<file path="src/rtl/booth_iter_mul_if.sv">
// booth_iter_mul_if: operand/product valid-ready bus of the iterative Booth multiplier
interface booth_iter_mul_if;
  logic        in_valid;
  logic        in_ready;
  logic [15:0] in_mcand;
  logic [15:0] in_mplier;
  logic        out_valid;
  logic        out_ready;
  logic [31:0] out_product;
  logic        busy;
  modport master (output in_valid, in_mcand, in_mplier, out_ready,
                  input  in_ready, out_valid, out_product, busy);
  modport slave  (input  in_valid, in_mcand, in_mplier, out_ready,
                  output in_ready, out_valid, out_product, busy);
endinterface

</file>
<file path="src/rtl/booth_iter_mul.sv">
// booth_iter_mul: signed 16x16 multiplier, one radix-4 Booth digit per cycle
module booth_iter_mul #(
  parameter bit EARLY_TERM = 1'b1
) (
  input logic             clk,
  input logic             rst_n,
  booth_iter_mul_if.slave bus
);
  typedef enum logic [1:0] {IDLE, BUSY, DONE} state_t;
  state_t      state, state_n;
  logic [15:0] mcand_q, mplier_q, rest;
  logic [2:0]  i, dig;
  logic [31:0] acc, acc_n;
  logic [16:0] pp;
  logic        x1, x2, neg1, neg2, ovf, last;
  always_comb begin
    dig   = 3'({mplier_q, 1'b0} >> {i, 1'b0});
    x1    = dig == 3'b001 || dig == 3'b010;
    x2    = dig == 3'b011;
    neg2  = dig == 3'b100;
    neg1  = dig == 3'b101 || dig == 3'b110;
    pp    = x1 ? {mcand_q[15], mcand_q} : x2 ? {mcand_q, 1'b0} :
            neg1 ? -{mcand_q[15], mcand_q} : neg2 ? -{mcand_q, 1'b0} : '0;
    // -2 * -32768 = +65536 wraps to 17'h10000; flip the extension bit to restore it
    ovf   = neg2 && mcand_q == 16'h8000;
    acc_n = acc + ({{15{pp[16] ^ ovf}}, pp} << {i, 1'b0});
    rest  = 16'($signed(mplier_q) >>> ({1'b0, i, 1'b0} + 4'd1));
    last  = i == 3'd7 || (EARLY_TERM && (rest == '0 || rest == '1));
    state_n = state == IDLE ? (bus.in_valid ? BUSY : IDLE) :
              state == BUSY ? (last ? DONE : BUSY) :
              (bus.out_ready ? IDLE : DONE);
  end
  always_ff @(posedge clk or negedge rst_n)
    if (!rst_n) state <= IDLE;
    else state <= state_n;
  always_ff @(posedge clk or negedge rst_n)
    if (!rst_n) begin
      mcand_q  <= '0;
      mplier_q <= '0;
      i        <= '0;
      acc      <= '0;
    end else if (state == IDLE && bus.in_valid) begin
      mcand_q  <= bus.in_mcand;
      mplier_q <= bus.in_mplier;
      i        <= '0;
      acc      <= '0;
    end else if (state == BUSY) begin
      acc <= acc_n;
      i   <= i + 3'd1;
    end
  assign bus.in_ready    = state == IDLE;
  assign bus.out_valid   = state == DONE;
  assign bus.busy        = state == BUSY;
  assign bus.out_product = acc;
endmodule

</file>
<file path="src/flat_wrapper.sv">
// flat-port wrapper written by rule: the top's interface ports become plain ports
module booth_iter_mul_flat 
#(
  parameter bit EARLY_TERM = 1'b1
)
  (clk, rst_n, bus_in_valid, bus_in_mcand, bus_in_mplier, bus_out_ready, bus_in_ready, bus_out_valid, bus_out_product, bus_busy);
  booth_iter_mul_if bus_i ();
  input logic clk;
  input logic rst_n;
  input wire logic [$bits(bus_i.in_valid)-1:0] bus_in_valid;
  input wire logic [$bits(bus_i.in_mcand)-1:0] bus_in_mcand;
  input wire logic [$bits(bus_i.in_mplier)-1:0] bus_in_mplier;
  input wire logic [$bits(bus_i.out_ready)-1:0] bus_out_ready;
  output wire logic [$bits(bus_i.in_ready)-1:0] bus_in_ready;
  output wire logic [$bits(bus_i.out_valid)-1:0] bus_out_valid;
  output wire logic [$bits(bus_i.out_product)-1:0] bus_out_product;
  output wire logic [$bits(bus_i.busy)-1:0] bus_busy;
  assign bus_i.in_valid = bus_in_valid;
  assign bus_i.in_mcand = bus_in_mcand;
  assign bus_i.in_mplier = bus_in_mplier;
  assign bus_i.out_ready = bus_out_ready;
  assign bus_in_ready = bus_i.in_ready;
  assign bus_out_valid = bus_i.out_valid;
  assign bus_out_product = bus_i.out_product;
  assign bus_busy = bus_i.busy;
  booth_iter_mul #(.EARLY_TERM(EARLY_TERM)) u_core (.clk(clk), .rst_n(rst_n), .bus(bus_i));
endmodule
</file>
<file path="config.mk">
export PLATFORM = sky130hd
export DESIGN_NAME = booth_iter_mul_flat
export DESIGN_NICKNAME = d
export VERILOG_FILES = /design/src/rtl/booth_iter_mul_if.sv /design/src/rtl/booth_iter_mul.sv /design/src/flat_wrapper.sv
export SDC_FILE = /design/constraint.sdc
export NUM_CORES = 1
export LEC_CHECK = 0
export ABC_AREA = 1
export BUFFER_PORTS_ARGS = -buffer_cell sky130_fd_sc_hd__buf_2
export CAP_MARGIN = 20
export CORE_ASPECT_RATIO = 1.2
export CORE_MARGIN = 3
export CORE_UTILIZATION = 45
export DETAILED_ROUTE_END_ITERATION = 10
export PLACE_DENSITY = 0.62
export SYNTH_ARGS = -nofsm -noshare
export SYNTH_HDL_FRONTEND = slang
export SYNTH_SLANG_ARGS = --single-unit
</file>
<file path="constraint.sdc">
create_clock -name clk -period 4.5 [get_ports clk]
set_input_delay 0.9 -clock clk [delete_from_list [all_inputs] [get_ports clk]]
set_output_delay 0.9 -clock clk [all_outputs]
set_load 0.005 [all_outputs]
</file>
# Word level (Yosys, flattened, before mapping)
# Index checks and enable logic that the tools add are counted.
[classes] reduce_logical=9 n_bitwise=1 shift=3 n_eq_ne=11 add_sub_neg=5 n_mux=13
[ops] operator="17-bit two-way mux" n=4
[ops] operator="32-bit two-way mux" n=2
[ops] operator="17-bit negator" n=2
[ops] operator="32-bit adder" n=1
[ops] operator="16-bit == test (second input constant)" n=2
[ops] operator="32-bit by 4-bit << shifter with 32-bit output" n=1
[ops] operator="17-bit by 4-bit right shift with 3-bit output" n=1
[ops] operator="16-bit logical NOT" n=1
[ops] operator="16-bit by 5-bit >>> shifter with 16-bit output" n=1
[ops] operator="3-bit == test (second input constant)" n=4
[ops] operator="2-bit two-way mux" n=4
[ops] operator="3-bit by 2-bit == test with 1-bit output (second input constant)" n=2
[ops] operator="3-bit two-way mux" n=2
[ops] operator="4-bit by 1-bit adder with 5-bit output (second input constant)" n=1
[ops] operator="1-bit logical OR" n=4
[ops] operator="3-bit by 1-bit adder with 3-bit output (second input constant)" n=1
[ops] operator="3-bit by 1-bit == test with 1-bit output (second input constant)" n=1
[ops] operator="2-bit by 1-bit == test with 1-bit output (second input constant)" n=1
[ops] operator="2-bit == test (second input constant)" n=1
[ops] operator="1-bit logical AND" n=2
[ops] operator="2-bit logical NOT" n=1
[ops] operator="2-bit nonzero test" n=1
[ops] operator="1-bit two-way mux" n=1
[ops] operator="1-bit XOR" n=1
[word_totals] input_bits=36 reg_bits=69 output_inout_bits=35 elab_cells=47

# Depth between registers and ports, before layout
# Gate-level depths: netlist of run 1.
[depth] depth_word=11 depth_mapped=31

# Worst setup path after synthesis of run 1
# No wires, ideal clock.
[synth_timing] path_kind="reg-to-reg" startpoint="reg u_core.i[0]" endpoint="reg u_core.acc[10] (netlist: u_core.bus.out_product[10])" setup_slack_ns=0.896 stages_incl_launch_ff=26 path_buffers=2 arrival_ns=3.481 required_ns=4.377 setup_ns=0.123 cell_sequence="dfrtp_1 -> buf_6 -> inv_6 -> buf_6 -> nand2_1 -> nand3_2 -> nand3_2 -> nand2_8 -> nand3_4 -> inv_4 -> o21ai_0 -> nand2_1 -> nand3_1 -> nor2_1 -> nand2_1 -> fa_1 -> o21ai_0 -> inv_1 -> o21ai_0 -> inv_1 -> o21ai_0 -> a31oi_1 -> inv_1 -> a21oi_1 -> o21ai_0 -> nand2_1"
[synth_via] elab_chain_cells=11 word_cells_on_any_way=19 cone_classes="1 x add/sub; 6 x eq/ne; 2 x shift; 6 x mux; 1 x bitwise; 3 x reduce/logical"
[synth_rtl] item="start: declaration" line="booth_iter_mul.sv:12" source="logic [2:0] i, dig;"
[synth_rtl] item="start signal: assignment" line="booth_iter_mul.sv:49" source="i <= i + 3'd1;"
[synth_rtl] item="17-bit by 4-bit right shift with 3-bit output" line="booth_iter_mul.sv:17" source="dig = 3'({mplier_q, 1'b0} >> {i, 1'b0});"
[synth_rtl] item="3-bit == test (on tied branches)" line="booth_iter_mul.sv:20, booth_iter_mul.sv:21"
[synth_rtl] item="17-bit two-way mux / 1-bit logical OR (equally long branches)" line="booth_iter_mul.sv:23, booth_iter_mul.sv:21"
[synth_rtl] item="17-bit two-way mux" line="booth_iter_mul.sv:23" source="neg1 ? -{mcand_q[15], mcand_q} : neg2 ? -{mcand_q, 1'b0} : '0;"
[synth_rtl] item="17-bit two-way mux (2 in series)" line="booth_iter_mul.sv:22" source="pp = x1 ? {mcand_q[15], mcand_q} : x2 ? {mcand_q, 1'b0} :"
[synth_rtl] item="1-bit XOR" line="booth_iter_mul.sv:26" source="acc_n = acc + ({{15{pp[16] ^ ovf}}, pp} << {i, 1'b0});"
[synth_rtl] item="32-bit by 4-bit << shifter with 32-bit output *" line="booth_iter_mul.sv:26"
[synth_rtl] item="32-bit adder *" line="booth_iter_mul.sv:26"
[synth_rtl] item="32-bit two-way mux *" line="booth_iter_mul.sv:47" source="end else if (state == BUSY) begin"
[synth_rtl] item="32-bit two-way mux *" line="booth_iter_mul.sv:42" source="end else if (state == IDLE && bus.in_valid) begin"
[synth_rtl] item="end signal: assignment" line="booth_iter_mul.sv:48" source="acc <= acc_n;"
[synth_rtl] item="end: declaration" line="booth_iter_mul.sv:13" source="logic [31:0] acc, acc_n;"
# Mark *: on every way between the ends. The rest lies on a longest branch, timed or not. The select of a mux whose other input is x is not followed.
# A chain may end at the register's enable or synchronous reset.

# Worst setup path after layout of run 1
[layout_timing] startpoint="reg u_core.mcand_q[1]" endpoint="reg u_core.acc[31] (netlist: u_core.bus.out_product[31])"
[layout_via] elab_chain_cells=10 word_cells_on_any_way=13 cone_classes="3 x add/sub; 1 x eq/ne; 1 x shift; 6 x mux; 1 x bitwise; 1 x reduce/logical"
[layout_rtl] item="start: declaration" line="booth_iter_mul.sv:11" source="logic [15:0] mcand_q, mplier_q, rest;"
[layout_rtl] item="start signal: assignment" line="booth_iter_mul.sv:43" source="mcand_q <= bus.in_mcand;"
[layout_rtl] item="17-bit negator" line="booth_iter_mul.sv:23"
[layout_rtl] item="17-bit two-way mux (2 in series)" line="booth_iter_mul.sv:23"
[layout_rtl] item="17-bit two-way mux (2 in series)" line="booth_iter_mul.sv:22"
[layout_rtl] item="1-bit XOR" line="booth_iter_mul.sv:26"
[layout_rtl] item="32-bit by 4-bit << shifter with 32-bit output *" line="booth_iter_mul.sv:26"
[layout_rtl] item="32-bit adder *" line="booth_iter_mul.sv:26"
[layout_rtl] item="32-bit two-way mux *" line="booth_iter_mul.sv:47"
[layout_rtl] item="32-bit two-way mux *" line="booth_iter_mul.sv:42"
# Marked as above.

==> run_results.csv, run 1 <==
group,metric,value,unit
grt,gr-total-overflow,0,
die,initial_core_util,46.15,%
logic_synthesis,synth.area.top_cells,"dfrtp_1 (26%), nand2_1 (21%), nand3_1 (8.0%), ha_1 (7.3%), o21ai_0 (7.1%)",
grt,antenna_found_initial,0,
logic_synthesis,async_flop_share,100.0,%
placed_design,hpwl,15070,um
status,status,"finished, final reports clean",
die,ioPinCount,71,
cts,clk_pin_slew,60,ps
cts,clockRootBuffer,"clkbuf_16",
grt,grt_pass1_vias,6697,
die,die_h,139.2,um
grt,grt_max_degree,39,
worst_setup_path,cp-end-kind,"register",
placed_design,gp_congestion,0.9090,
timing,fin_ws,396.2,ps
logic_synthesis,ys_seq_area_share,25.95,%
finish,fin_area,7609,um^2
die,die-area,16290,um^2
worst_setup_path,crit_type,"register to register",
finish,syn2layout_area_growth,14.37,%
placed_design,dpl_cell_area,7142,um^2
logic_synthesis,ys.flop_type,"dfrtp_1",
worst_setup_path,crit_top_cell,"nand2_1",
logic_synthesis,syn-cell-area,6653,um^2
route,ant_nets,0,
worst_setup_path,crit_arrival,4340,ps
worst_setup_path,crit_path_start,"u_core.mcand_q[1]",
finish,final.fill_count,1527,
route,drt-total-wl,19540,um
logic_synthesis,synth_top_cell_by_area,"dfrtp_1",
finish,antenna_cells,0,
worst_setup_path,worstSetupStartpointType,"register",
logic_synthesis,syn_inst,1040,
timing,slew_violations,0,
timing,min_period_over_period,91.20,%
worst_setup_path,rr_startpoint,"u_core.mcand_q[1]",
die,fp-row-count,48,
grt,grt_usage,24.76,%
timing,timing.fmax,0.2437,GHz
timing,holdWs,511.6,ps
die,core,14410,um^2
finish,drive_gt1_share,15.45,%
logic_synthesis,ys_warn_count,0,
timing,worst_slew_pin_slew,1037,ps
logic_synthesis,synth-edff-count,0,
logic_synthesis,netlist.area_leader.share,25.95,%
timing,relSlewSlack,30.77,%
route,wire_per_inst,15.24,um
logic_synthesis,ys_seq_elements,69,
cts,cts_tree,"done",
timing,hold_viol,0,
logic_synthesis,ys_types,53,
logic_synthesis,synth_nets,1116,
route,drt-initial-drc-count,506,
worst_setup_path,critPathRequiredTime,4730,ps
logic_synthesis,synth.avg_cell_area,6.397,um^2
flow_run,maxCapViolCount,0,
route,drt_first_pass_iters,5,
hold_path,whs_path_depth,2,
finish,final_core_util,52.79,%
cts,cts_buffers,9,
timing,min_period,4104,ps
worst_setup_path,crit_path_max_fanout,5,
hold_path,min_from,"u_core.mplier_q[0]",
cts,clockBufferDepth,2,
route,drc_errors,0,
route,drt-vias-per-instance,5.424,
worst_setup_path,r2r_cells,25,
timing,skew,9.234,ps
placed_design,portBuffers,70,
cts,ctsHtreeMaxLevel,3,
worst_setup_path,slowest_stage,"dfrtp_1",
hold_path,hp-class,"register to register",
placed_design,dp_slack,211.8,ps
die,die_w,117.0,um
route,vias,6954,
finish,final_nets,1178,
cts,clk_latency,350,ps
cts,hold_buffers,0,
worst_setup_path,worst_path_largest_cell_delay,400,ps
cts,clkSinkCount,69,
grt,grt_pass1_wl,32550,um
timing,finalSetupViolations,0,
-- worst paths after layout --
path / to / slack [ps]
min in group asynchronous: u_core.mplier_q[6] / 600
worst min register to register: u_core.mplier_q[0] / 510
max in group asynchronous: u_core.bus.out_product[20] / 2920
worst min-delay path: u_core.mplier_q[0] / 510
worst max-delay path: u_core.bus.out_product[31] / 400
worst max register to register: u_core.bus.out_product[31] / 400
-- through the flow --
stage | TNS (ps) | instances
CTS | 0 | 1280
global route | -41.45 | 1282
global placement | 0 | 1264
detailed placement | 0 | 1264
floorplan | 0 | 1040
finish | 0 | 1282
-- final cells by class --
cell class                 count  area, um^2  area share, %
clock inverter                 7       97.59          1.283
multi-input combinational    861        4561          59.94
timing repair buffer          87       494.2          6.496
tap                          175       219.0          2.878
clock buffer                   9       225.2          2.960
inverter                      74       285.3          3.749
sequential                    69        1727          22.69
-- cell usage after synthesis, types with 2 or more instances --
cell type / number
o21bai_1: 2
o21ai_2: 4
nand2_2: 7
dfrtp_1: 69
inv_2: 4
or2_2: 3
buf_2: 10
a22oi_1: 2
nand3_4: 4
buf_1: 5
nand3_2: 9
nand4_1: 3
and2_1: 4
nor2_4: 4
o21ai_1: 8
a31oi_1: 4
buf_6: 6
clkbuf_1: 15
a21boi_0: 2
nand3_1: 107
o2111ai_1: 3
nor4_1: 9
o22ai_1: 2
nand2_4: 6
nand2_1: 365
nand3b_1: 2
inv_1: 67
nor2_1: 62
a21oi_1: 75
xor2_1: 10
ha_1: 39
nor3_1: 8
a21o_1: 7
o21ai_0: 94
-- kinds of logic after synthesis --
logic type	synth area share [%]
AO/OA/AOI/OAI	17.27
XOR/XNOR	1.448
adder cells (fa/ha/maj)	7.636
buffers and inverters	7.184
flip-flops	25.95
AND/OR/NAND/NOR	40.51
-- critical path, delay by kind of cell (launching register included) --
family                     cells  cell delay, ps
buffers and inverters          2             210
adders and majority gates      2             570
DFF                            1             400
AOI/OAI and AO/OA              5             850
and+or+nand+nor               16            1970
-- layout by cell type (no fill, tap or decap), drive strengths merged, types with 4 or more instances in the layout --
cell	Yosys	layout
a21o	7	7
a21oi	76	76
a31oi	4	4
and2	5	5
buf	21	87
clkbuf	15	9
dfrtp	69	69
ha	39	39
inv	73	75
nand2	379	379
nand3	120	120
nor2	67	67
nor3	9	9
nor4	9	9
o21ai	106	106
or2	4	4
xor2	10	10
-- repair_timing --
item,4_1_cts,5_1_grt
setup endpoints to repair,0,18
endpoints found under the hold margin,0,0
setup buffers,0,2
resized for setup,0,29
-- sequential cells by signal, indices dropped and copies added (netlist names) --
name / flops
u_core.bus.out_product: 32
u_core.mcand_q: 16
u_core.mplier_q: 16
u_core.i: 3
u_core.state: 2
-- layer usage --
| metal | global-route usage [%] | share of wire [%] | up-vias |
|---|---|---|---|
| li1 | - | - | 3595 |
| met4 | 7.729 | 2.2 | 0 |
| met2 | 40.61 | 49 | 159 |
| met1 | 33.46 | 46 | 3169 |
| met3 | 3.448 | 3.7 | 31 |
| met5 | 0 | 0 | - |
Power of run 1 is left out: the tool's default activity adds up to more than one toggle a clock period on the data nets, which glitch-free logic cannot reach.
==> run 2, diff against run 1 <==
--- a/config.mk
+++ b/config.mk
@@ -10,9 +10,9 @@
 export CAP_MARGIN = 20
 export CORE_ASPECT_RATIO = 1.2
 export CORE_MARGIN = 3
-export CORE_UTILIZATION = 45
+export CORE_UTILIZATION = 60
 export DETAILED_ROUTE_END_ITERATION = 10
-export PLACE_DENSITY = 0.62
+export PLACE_DENSITY = 0.79
 export SYNTH_ARGS = -nofsm -noshare
 export SYNTH_HDL_FRONTEND = slang
 export SYNTH_SLANG_ARGS = --single-unit
==> run 2 against run 1 <==
Compared with the run above: clock skew fell by 2.0 ps; global-route usage rose by 6.7 points; non-clock buffer count rose by 6; maximum frequency fell by 2.0%; largest cell class unchanged; count of clock-buffer cells in the layout rose by 1; sequential share of layout area rose by 0.19 points; critical path depth rose by 2; routed wire length rose by 0.71%; first-iteration DRC count rose by 3.2%; register-to-register slack got worse by 90 ps; final cell count fell by 3.1%; final area fell by 0.77%.
==> run_results.csv, run 2 (synthesis gave the netlist of run 1 again) <==
group,metric,value,unit
status,status,"finished, final reports clean",
route,ant_nets,0,
worst_setup_path,cp.depth,27,
die,die_w,102.1,um
finish,drive_gt1_share,15.54,%
timing,fin_ws,310.4,ps
placed_design,dpl_cell_area,7092,um^2
placed_design,place_inst,1219,
timing,skew,7.273,ps
cts,ctsHtreeMaxLevel,3,
worst_setup_path,worst_path_largest_cell_delay,450,ps
cts,clockRootBuffer,"clkbuf_16",
cts,clk_latency,340,ps
worst_setup_path,crit_type,"register to register",
worst_setup_path,path_buf_inv,4,
die,die_h,121.4,um
route,drt_first_pass_iters,6,
grt,gr-total-overflow,0,
timing,timing.fmax,0.2387,GHz
cts,cts_buffers,9,
worst_setup_path,cp_top_family,"simple AND/OR/NAND/NOR gates",
route,wire_per_inst,15.85,um
finish,final_cell_mix,"nand2_1 (364), nand3_1 (105), o21ai_0 (87), a21oi_1 (73), buf_2 (70)",
die,core,10670,um^2
cts,clockBufferDepth,2,
finish,syn2layout_area_growth,13.49,%
cts,clkSinkCount,69,
worst_setup_path,critPathRequiredTime,4780,ps
timing,slew_violations,0,
route,drc_errors,0,
worst_setup_path,slowest_stage,"dfrtp_2",
timing,min_period_over_period,93.10,%
cts,clk_pin_slew,60,ps
hold_path,hp-class,"register to register",
hold_path,whs_path_depth,2,
worst_setup_path,r2r_cells,27,
grt,grt_max_degree,50,
finish,largest_reg_flops,32,
route,drt-initial-drc-count,522,
flow_run,maxCapViolCount,0,
worst_setup_path,cp-end-kind,"register",
finish,final.fill_count,967,
cts,hold_buffers,0,
grt,grt_pass1_vias,6654,
die,fp-row-count,41,
finish,multi_input_area,4537,um^2
placed_design,dp_slack,85.76,ps
worst_setup_path,worstSetupStartpointType,"register",
finish,seqCellArea,1728,um^2
timing,finalSetupTns,0,ps
route,drt-vias-per-instance,5.835,
route,vias,7247,
placed_design,portBuffers,70,
finish,final_common_cell,"nand2_1",
timing,worst_slew_pin_slew,997.7,ps
grt,antenna_found_initial,0,
worst_setup_path,crit_arrival,4470,ps
timing,relSlewSlack,33.41,%
timing,min_period,4190,ps
worst_setup_path,crit_path_max_fanout,15,
worst_setup_path,crit_top_cell,"nand2_1",
die,die-area,12390,um^2
grt,grt_usage,31.46,%
finish,antenna_cells,0,
cts,cts_tree,"done",
timing,finalSetupViolations,0,
timing,hold_viol,0,
die,ioPinCount,71,
finish,fin_cells,1242,
die,initial_core_util,62.35,%
finish,final_nets,1186,
placed_design,gp_congestion,1.056,
grt,grt_pass1_wl,31330,um
route,drt-total-wl,19680,um
finish,fin_area,7550,um^2
placed_design,hpwl,14560,um
[run 2: changes by cell type in the layout (fill, tap and decap cells not counted), sizes merged]
| cell | previous run | this run |
|---|---|---|
| nor2 | 67 | 68 |
| inv | 75 | 73 |
| buf | 87 | 93 |
| clkinv | 2 | 3 |
| clkbuf | 9 | 10 |
| bufinv | 2 | 1 |
[run 2: worst paths after layout]
check	start	endpoint	slack (ps)
max reg2reg	u_core.i[0]	u_core.bus.out_product[16]	310
min reg2reg	u_core.bus.out_product[29]	u_core.bus.out_product[29]	510
min	u_core.bus.out_product[29]	u_core.bus.out_product[29]	510
min in group asynchronous	rst_n	u_core.mplier_q[10]	630
max in group asynchronous	rst_n	u_core.i[0]	2860
max	u_core.i[0]	u_core.bus.out_product[16]	310
[run 2: layer usage]
metal	up-vias	GRT usage (%)	wire length (um)
li1	3615	-	-
met1	3299	40.94	8436
met3	48	5.003	1176
met4	0	10.83	532
met5	-	0	0
met2	285	52.52	9535
[run 2: final cells by class]
type / instances / area share [%]
clock buffer: 10 / 3.165
clock inverter: 4 / 0.6629
inverter: 74 / 3.911
multi-input combinational: 862 / 60.09
sequential: 69 / 22.89
tap: 129 / 2.138
timing repair buffer: 93 / 7.027
timing repair inverter: 1 / 0.1160
[run 2: timing repair]
item,4_1_cts,5_1_grt
setup buffers,0,7
resized for setup,0,32
endpoints found under the setup margin,0,19
[run 2: tightest hold or removal path, cell delays in order (launching register included)]
cell and delay [ps]:
dfrtp_1 360, nand2_1 60, nand2_1 50
[run 2: stage by stage]
stage               util [%]  hold slack, ps
floorplan                  -           462.7
global placement       66.46           489.0
detailed placement     66.46           494.0
CTS                    69.17           509.6
global route           70.76           534.6
finish                 70.76           507.6
Power of run 2 is left out for the same reason.
==> run 3, diff against run 2 <==
==> constraint.sdc (replaced) <==
create_clock -name clk -period 5.15 [get_ports clk]
set_input_delay 1.03 -clock clk [delete_from_list [all_inputs] [get_ports clk]]
set_output_delay 1.03 -clock clk [all_outputs]
set_load 0.005 [all_outputs]
==> run 3 against run 2 <==
Compared with the run above: utilization down 2.1 points; worst setup slack gained 410 ps; non-clock buffer count fell by 12; maximum frequency is 5.5% lower; count of clock-buffer cells in the layout unchanged; final area down 2.9%; flip-flop and latch count unchanged; critical path depth shrank 3.
==> run_results.csv, run 3 (synthesis gave the netlist of run 1 again) <==
group,metric,value,unit
status,status,"finished, final reports clean",
hold_path,hp-class,"register to register",
worst_setup_path,crit_path_max_fanout,34,
worst_setup_path,worstSetupStartpointType,"register",
placed_design,hpwl,14330,um
timing,timing.fmax,0.2256,GHz
grt,antenna_found_initial,0,
route,drc_errors,0,
die,ioPinCount,71,
finish,seqCellArea,1727,um^2
route,drt-vias-per-instance,5.747,
timing,slew_violations,0,
finish,final_nets,1172,
finish,final_cell_mix,"nand2_1 (365), nand3_1 (107), o21ai_0 (94), a21oi_1 (75), buf_2 (70)",
die,core,10670,um^2
timing,finalSetupViolations,0,
timing,skew,4.732,ps
cts,clk_pin_slew,60,ps
cts,hold_buffers,0,
route,drt-initial-drc-count,512,
die,fp-row-count,41,
finish,largest_reg_flops,32,
flow_run,maxCapViolCount,0,
worst_setup_path,crit_arrival,4660,ps
die,die-area,12390,um^2
timing,rsz0062_at_grt,"no",
worst_setup_path,r2r_cells,24,
cts,cts_tree,"done",
placed_design,gp_congestion,1.004,
grt,grt_max_degree,49,
cts,clk_latency,340,ps
die,initial_core_util,62.35,%
finish,drive_gt1_share,13.08,%
timing,hold_viol,0,
finish,final_common_cell,"nand2_1",
hold_path,whs_path_depth,2,
grt,grt_pass1_vias,6475,
cts,cts_buffers,9,
finish,syn2layout_area_growth,10.19,%
cts,clkSinkCount,69,
cts,clockRootBuffer,"clkbuf_16",
route,wire_per_inst,15.12,um
route,ant_nets,0,
worst_setup_path,crit_type,"register to register",
timing,finalSetupTns,0,ps
worst_setup_path,critPathRequiredTime,5380,ps
grt,grt_pass1_wl,30730,um
route,drt-total-wl,18600,um
route,drt_first_pass_iters,6,
finish,multi_input_area,4448,um^2
cts,ctsHtreeMaxLevel,3,
timing,min_period_over_period,86.05,%
timing,worst_slew_pin_slew,1064,ps
die,die_w,102.1,um
finish,final.fill_count,1026,
cts,clockBufferDepth,2,
grt,gr-total-overflow,0,
placed_design,portBuffers,70,
grt,grt_usage,30.76,%
finish,antenna_cells,0,
die,die_h,121.4,um
timing,relSlewSlack,28.96,%
timing,min_period,4432,ps
cts,cts_resized,0,
worst_setup_path,cp-end-kind,"register",
cts,post-cts-setup-buffer-count,0,
route,vias,7069,
run 3: cell count changes in the layout (fill, tap and decap cells not counted), moves of 3 or more:
cell     delta
buf_4      -10
o21ai_0     +7
o21ai_1     -4
o21ai_2     -3
nor4_1      +3
run 3: routing by layer:
layer  vias up  part of all wire (%)  GRT usage, %
met1      3199                    43         40.97
met4         0                   2.2         10.50
met3        33                   6.2         3.220
li1       3592                     -             -
met2       245                    48         51.50
met5         -                     0             0
run 3: layout make-up:
class	instances	share of cell area, %
tap	129	2.202
sequential	69	23.55
clock buffer	10	3.123
inverter	74	3.891
multi-input combinational	861	60.68
clock inverter	6	0.6486
timing repair buffer	81	5.905
run 3: path summary, 6_finish.rpt:
kind / start / end / slack [ps]
max: u_core.i[0] / u_core.bus.out_product[30] / 720
min: u_core.bus.out_product[28] / u_core.bus.out_product[28] / 510
max reg2reg: u_core.i[0] / u_core.bus.out_product[30] / 720
min reg2reg: u_core.bus.out_product[28] / u_core.bus.out_product[28] / 510
max in group asynchronous: rst_n / u_core.bus.out_product[20] / 3430
min in group asynchronous: rst_n / u_core.mplier_q[8] / 750
run 3: metrics by stage:
step,hold slack (ps),util [%],cell area (um^2),worst slack (ps),cells
after CTS,516.1,68.70,7331,783.2,1230
final,512.5,68.70,7331,718.3,1230
after floorplan,462.7,-,6653,1546,1040
after global placement,493.8,66.11,7054,846.9,1214
after detailed placement,499.5,66.11,7054,833.9,1214
after global routing,530.1,68.70,7331,280.5,1230
run 3: worst max-delay path, stage by stage (launching register included):
cell,delay (ps)
dfrtp_1,440
inv_6,240
nand2_1,110
nand3_1,80
nand2_1,110
o21ai_2,170
nand2_4,110
nor2_4,110
buf_4,220
o21ai_0,110
nand2_1,100
nand3_1,110
nor2_1,140
nand2_1,100
fa_1,440
o21ai_0,390
inv_1,100
o21ai_0,390
nand3_1,120
nand3_1,240
nand2_1,90
o2111ai_1,110
a21oi_1,90
o21ai_0,110
nand2_1,60
Power of run 3 is left out for the same reason.
